File: src/rtl/conv_filter_scheduler.sv
// Shares one pipelined convolution engine across NUM_FILTERS filters: drops column-edge
// windows, issues each interior window once per filter and tags returning results.
module conv_filter_scheduler #(
  parameter int COLUMN_SIZE = 28,
  parameter int FRAME_ROWS  = 26,
  parameter int KERNEL_SIZE = 3,
  parameter int DATA_WIDTH  = 16,
  parameter int NUM_FILTERS = 4,
  parameter int LATENCY     = 4,
  localparam int KK = KERNEL_SIZE * KERNEL_SIZE,
  localparam int FW = (NUM_FILTERS > 1) ? $clog2(NUM_FILTERS) : 1,
  localparam int IW = $clog2(KK + 1)
) (
  input  logic                       clock,
  input  logic                       reset_n,
  input  logic                       cfg_we,
  input  logic [FW-1:0]              cfg_filter,
  input  logic [IW-1:0]              cfg_idx,
  input  logic [DATA_WIDTH-1:0]      cfg_wdata,
  input  logic                       start,
  input  logic [DATA_WIDTH*KK-1:0]   win_data,
  input  logic                       win_valid,
  output logic                       win_ready,
  output logic [DATA_WIDTH*KK-1:0]   eng_data,
  output logic [DATA_WIDTH*KK-1:0]   eng_weights,
  output logic [DATA_WIDTH-1:0]      eng_bias,
  output logic                       eng_valid,
  input  logic [DATA_WIDTH-1:0]      eng_result,
  output logic [DATA_WIDTH-1:0]      res_data,
  output logic [FW-1:0]              res_filter,
  output logic                       res_valid,
  output logic                       busy,
  output logic                       frame_done
);
  // state | meaning
  // IDLE  | config writes land in the bank, waiting for start
  // RUN   | accepting windows, issuing interior ones once per filter
  // DRAIN | all windows taken, waiting for the final result to leave the engine
  typedef enum logic [1:0] {IDLE, RUN, DRAIN} state_t;

  localparam int CW = (COLUMN_SIZE > 1) ? $clog2(COLUMN_SIZE) : 1;
  localparam int RW = (FRAME_ROWS > 1) ? $clog2(FRAME_ROWS) : 1;
  localparam int TW = $clog2(LATENCY + 1);

  state_t            state, state_next;
  logic [CW-1:0]     col;
  logic [RW-1:0]     row;
  logic              issuing;
  logic [FW-1:0]     issue_cnt;
  logic [TW-1:0]     tail_cnt;
  logic              accept, interior, last_win, issue_last;

  logic [DATA_WIDTH-1:0] bank [NUM_FILTERS][KK+1];
  logic                  tag_v [LATENCY];
  logic [FW-1:0]         tag_f [LATENCY];

  assign issue_last = (issue_cnt == FW'(NUM_FILTERS - 1));
  assign win_ready  = (state == RUN) && (!issuing || issue_last);
  assign accept     = win_valid && win_ready;
  assign interior   = (col <= CW'(COLUMN_SIZE - KERNEL_SIZE));
  assign last_win   = (row == RW'(FRAME_ROWS - 1)) && (col == CW'(COLUMN_SIZE - 1));
  assign eng_valid  = issuing;
  assign busy       = (state != IDLE);

  always_comb begin
    state_next = state;
    frame_done = 1'b0;
    case (state)
      IDLE:    if (start) state_next = RUN;
      RUN:     if (accept && last_win) state_next = DRAIN;
      DRAIN: begin
        // tail_cnt reaches zero LATENCY+1 cycles after the final issue
        if (!issuing && tail_cnt == '0) begin
          frame_done = 1'b1;
          state_next = IDLE;
        end
      end
      default: state_next = IDLE;
    endcase
  end

  always_ff @(posedge clock or negedge reset_n) begin
    if (!reset_n) begin
      state     <= IDLE;
      col       <= '0;
      row       <= '0;
      issuing   <= 1'b0;
      issue_cnt <= '0;
      tail_cnt  <= '0;
      eng_data  <= '0;
    end else begin
      state <= state_next;

      if (state == IDLE && start) begin
        col <= '0;
        row <= '0;
      end else if (accept) begin
        if (col == CW'(COLUMN_SIZE - 1)) begin
          col <= '0;
          row <= row + 1'b1;
        end else begin
          col <= col + 1'b1;
        end
      end

      if (accept && interior) begin
        issuing   <= 1'b1;
        issue_cnt <= '0;
        eng_data  <= win_data;
      end else if (issuing) begin
        if (issue_last) begin
          issuing   <= 1'b0;
          issue_cnt <= '0;
        end else begin
          issue_cnt <= issue_cnt + 1'b1;
        end
      end

      if (issuing) tail_cnt <= TW'(LATENCY);
      else if (tail_cnt != '0) tail_cnt <= tail_cnt - 1'b1;
    end
  end

  // Bank deliberately has no reset so weights survive an aborted frame
  always_ff @(posedge clock) begin
    if (state == IDLE && cfg_we && cfg_idx <= IW'(KK))
      bank[cfg_filter][cfg_idx] <= cfg_wdata;
  end

  always_comb begin
    eng_weights = '0;
    for (int i = 0; i < KK; i++)
      eng_weights[i*DATA_WIDTH +: DATA_WIDTH] = bank[issue_cnt][i];
  end
  assign eng_bias = bank[issue_cnt][KK];

  always_ff @(posedge clock or negedge reset_n) begin
    if (!reset_n) begin
      for (int i = 0; i < LATENCY; i++) begin
        tag_v[i] <= 1'b0;
        tag_f[i] <= '0;
      end
    end else begin
      tag_v[0] <= issuing;
      tag_f[0] <= issue_cnt;
      for (int i = 1; i < LATENCY; i++) begin
        tag_v[i] <= tag_v[i-1];
        tag_f[i] <= tag_f[i-1];
      end
    end
  end

  assign res_valid  = tag_v[LATENCY-1];
  assign res_filter = tag_f[LATENCY-1];
  assign res_data   = eng_result;

endmodule

File: config.mk
export PLATFORM = sky130hd
export DESIGN_NAME = conv_filter_scheduler
export DESIGN_NICKNAME = d
export VERILOG_FILES = /design/src/rtl/conv_filter_scheduler.sv
export SDC_FILE = /design/constraint.sdc
export NUM_CORES = 1
export LEC_CHECK = 0
export CORE_MARGIN = 2
export CORE_UTILIZATION = 40
export DETAILED_ROUTE_END_ITERATION = 12
export DONT_BUFFER_PORTS = 1
export PLACE_DENSITY = 0.56
export SLEW_MARGIN = 25
export SYNTH_ARGS = -nofsm -noshare
export SYNTH_HDL_FRONTEND = slang
export SYNTH_SLANG_ARGS = --single-unit
File: constraint.sdc
create_clock -name clock -period 3.1 [get_ports clock]
set_input_delay 0 -clock clock [delete_from_list [all_inputs] [get_ports clock]]
set_output_delay 0 -clock clock [all_outputs]
set_load 0.1 [all_outputs]
==> results.rst <==
.. list-table::
   :header-rows: 1

   * - Metric
     - Value
   * - Cell area after synthesis
     - 30600 sq um
   * - Hold buffer count at CTS
     - 254
   * - Die footprint
     - 78800 sq um
   * - Crit path largest cell delay
     - 0.57 ns
   * - Max Slew Vio Count
     - 0
   * - Clock Skews
     - 0.0320 ns
   * - First-pass DRT Iterations
     - 5
   * - Buffers added on ports
     - 0
   * - Bufs and invs on worst path
     - 2
   * - Dominant combinational cell family by area after synthesis
     - multiplexers
   * - Most frequently used flop master after synthesis
     - edfxtp_1
   * - Cell types occupying the most area after synthesis
     - edfxtp_1 63%, dfrtp_1 14%, mux4_2 12%
   * - Required arrival time at the worst endpoint
     - 3.61 ns
   * - Skew-Pair Late Insertion Delay
     - 0.65 ns
   * - Synthesis-stage register bit count
     - 814
   * - Area growth from synthesis to layout
     - 21.9%
   * - Layout cell share with drive strength beyond 1
     - 30.2%
   * - CP arrival
     - 3.39 ns
   * - Total of warnings raised by yosys
     - 0
   * - Number of buffers created by CTS
     - 86
   * - Share of the synthesized area in compound gates (AO/OA/AOI/OAI)
     - 0.498%
   * - Grt ovf
     - 0
   * - Number of enable flip-flop cells after synthesis
     - 640
   * - Part of the Yosys area used for sequential elements
     - 77.0%
   * - Sequence of cells on the critical path
     - ha_1 > nand2b_1 > nand3_4 > a31oi_4 > buf_12 > mux2_2 > dlygate4sd3_1
   * - Max Clock Freq
     - 0.347 GHz
   * - Worst Max-Slew Pin Slew
     - 1.09 ns
   * - Cell types with the highest counts after synthesis
     - 640 x edfxtp_1, 174 x dfrtp_1, 160 x mux4_2, 100 x mux2_4, 47 x nor2_1
   * - Filler cell count in the final layout
     - 6060
   * - Biggest area consumer among synthesized cells
     - edfxtp_1
   * - Number of global-route vias before repair
     - 14900
   * - GRT Overall Usage
     - 19.5%
   * - DR iter-0 viols
     - 1200
   * - RSZ-0062 raised after global routing
     - false
   * - Routed via count divided by cell count
     - 5.31
   * - Post-CTS resize count
     - 0
   * - Arithmetic-cell share of the synthesized area counting full adders, half adders and majority gates
     - 0.286%
   * - Worst hold slack after final layout
     - -0.943 ns
   * - Number of cells produced by synthesis
     - 1335
   * - Simple-gate share of the synthesized area
     - 1.79%
   * - Async S/R FF share, synth
     - 21.4%
   * - Post-detailed-routing wire length
     - 77.4 mm
   * - Boundary pin count
     - 514
   * - Number of standard cells in the final layout excluding fillers
     - 2718
   * - CTS sink count
     - 814
   * - Most repeated cell in the gate-level netlist after synthesis
     - edfxtp_1
   * - Vias
     - 14400
   * - Type of the most critical hold path
     - primary input to async pin
   * - Row cnt
     - 101
   * - # Post-CTS Setup Buffers
     - 0
   * - Worst path setup slack after routing
     - 0.221 ns
   * - Post-detailed-route wirelength per cell
     - 28.5 um
   * - Mean Syn Cell Area
     - 22.9 sq um
   * - Global placement routability congestion
     - 0.955
   * - Area of the core
     - 75800 sq um
   * - CTS tree
     - yes
   * - Pin count of the biggest net entering global routing
     - 175
   * - Share of synthesized area spent on multiplexers
     - 18.4%
   * - Portion of synthesized cell area occupied by the leading cell type
     - 62.7%
   * - Period Utilization, post-route
     - 92.9%
   * - Number of setup violations in the final report
     - 0
   * - Final ANT Viol Nets
     - 0
   * - Net count after synthesis
     - 1529
   * - Worst rel slew slack
     - 27.5%
   * - Crit-path slowest cell
     - dlygate4sd3_1
   * - Final net count
     - 1863
   * - XOR/XNOR Fraction of Synth Area
     - 0.0286%
   * - Root Buffer Master
     - clkbuf_16
   * - Largest buffer count on any clock path
     - 3
   * - Number of levels the H-tree was split into
     - 3
   * - Die boundary width
     - 281 um
   * - Placed cells
     - 2304
   * - Final Hold Vio Count
     - 174
   * - Worst Setup End Kind
     - flip-flop
   * - Global-route wire length before repair
     - 110 mm
   * - Post-route setup TNS
     - 0 ns
   * - Crit path launch type
     - flip-flop
   * - Initial core utilization
     - 40.4%
   * - Distinct cell type count after synthesis
     - 47
   * - Setup slack after placement
     - 0.726 ns
   * - Max-capacitance violation count
     - 0
   * - Largest driver fanout on the critical path
     - 44
   * - Chip Height
     - 281 um
   * - Violated checks
     - hold timing
   * - Sum of net half-perimeters after detailed placement
     - 46.0 mm
   * - Clock period minus final worst setup slack
     - 2.88 ns
   * - Cell class contributing the biggest share of worst-path delay
     - buffers and inverters
   * - Post-detailed-route DRC marker count
     - 0
   * - Crit path kind
     - flip-flop to flip-flop
   * - Reg clk slew, reported paths
     - 0.06 ns
   * - Initial antenna violation count
     - 4
   * - Outcome
     - finished, violations left
==> placed cells by master, fill, tap and decap left out, types with 3 or more instances in the layout <==
master and instances:
edfxtp_1 640, dlygate4sd3_1 238, dfrtp_1 172, mux4_2 160
mux2_4 100, clkbuf_16 88, buf_4 56, mux2_2 44
nor2_1 42, clkbuf_1 23, buf_12 23, clkinv_2 16
nand2_1 13, clkinv_1 13, nand3_1 8, ha_1 7
inv_1 6, nand2b_1 6, o21ai_0 6, nor2b_1 5
nor2_2 5, diode_2 4, nand4b_1 4, nor3_2 4
mux2i_1 3, a21oi_1 3, o21a_1 3, clkbuf_8 3
inv_6 3, buf_16 3
==> flip-flops by register name, indices dropped and copies added, names as in the netlist <==
name,cells
bank,640
eng_data,144
tag_f,6
col,5
row,5
tag_v,3
tail_cnt,3
issue_cnt,2
res_filter,2
state,2
eng_valid,1
res_valid,1
==> metrics by stage <==
step / instance area, sq um / util (%)
floorplan: 30600 / -
global placement: 31900 / 42.1
detailed placement: 31900 / 42.1
CTS: 37300 / 49.2
global route: 37300 / 49.2
finish: 37300 / 49.2
==> logic make-up after synthesis <==
| logic type | after synthesis |
|---|---|
| buffers and inverters | 80 |
| flip-flops | 814 |
| AO/OA/AOI/OAI | 22 |
| multiplexers | 307 |
| AND/OR/NAND/NOR | 104 |
| adder cells (fa/ha/maj) | 7 |
| XOR/XNOR | 1 |
==> worst paths after layout <==
| path | startpoint | endpoint | slack (ns) | depth (start not counted) |
|---|---|---|---|---|
| max in group asynchronous | reset_n | eng_data[98] | 3.71 | 0 |
| min in group clock | eng_result[15] | res_data[15] | 0 | 0 |
| hold / removal | reset_n | eng_data[138] | -0.94 | 0 |
| setup reg to reg | issue_cnt[0] | eng_data[127] | 0.22 | 7 |
| hold reg to reg | tag_f[2] | res_filter[0] | 0.34 | 0 |
| setup / recovery | issue_cnt[0] | eng_data[127] | 0.22 | 7 |
==> worst register-to-register path, delay by kind of cell, from the launching register on <==
kind,cells,cell delay (ns)
buf+inv,2,0.88
compound gates,1,0.46
flops,1,0.45
mux,1,0.43
simple gates,2,0.37
fa+ha+maj,1,0.18
==> area by class of cell <==
cell class | count | area, sq um | area share (%)
Sequential cell | 814 | 23600 | 63.2
Multi-Input combinational cell | 441 | 6470 | 17.3
Timing Repair Buffer | 320 | 3350 | 8.96
Clock buffer | 114 | 2330 | 6.24
Tap cell | 978 | 1220 | 3.28
Clock inverter | 41 | 354 | 0.948
Inverter | 6 | 22.5 | 0.0603
Antenna cell | 4 | 10.0 | 0.0268
==> metal layers <==
metal  wire length (um)  GRT usage [%]  vias up  part of all wire [%]
li1                   -              -     6073                     -
met1              32100           25.7     7785                    42
met2              37100           31.0      470                    48
met3               6120           6.33      114                   7.9
met4               2000           5.68        0                   2.6
met5                  0              0        -                     0
Power is not shown: default switching activity piles up to over one toggle a cycle in this logic, so the estimate is an artifact.
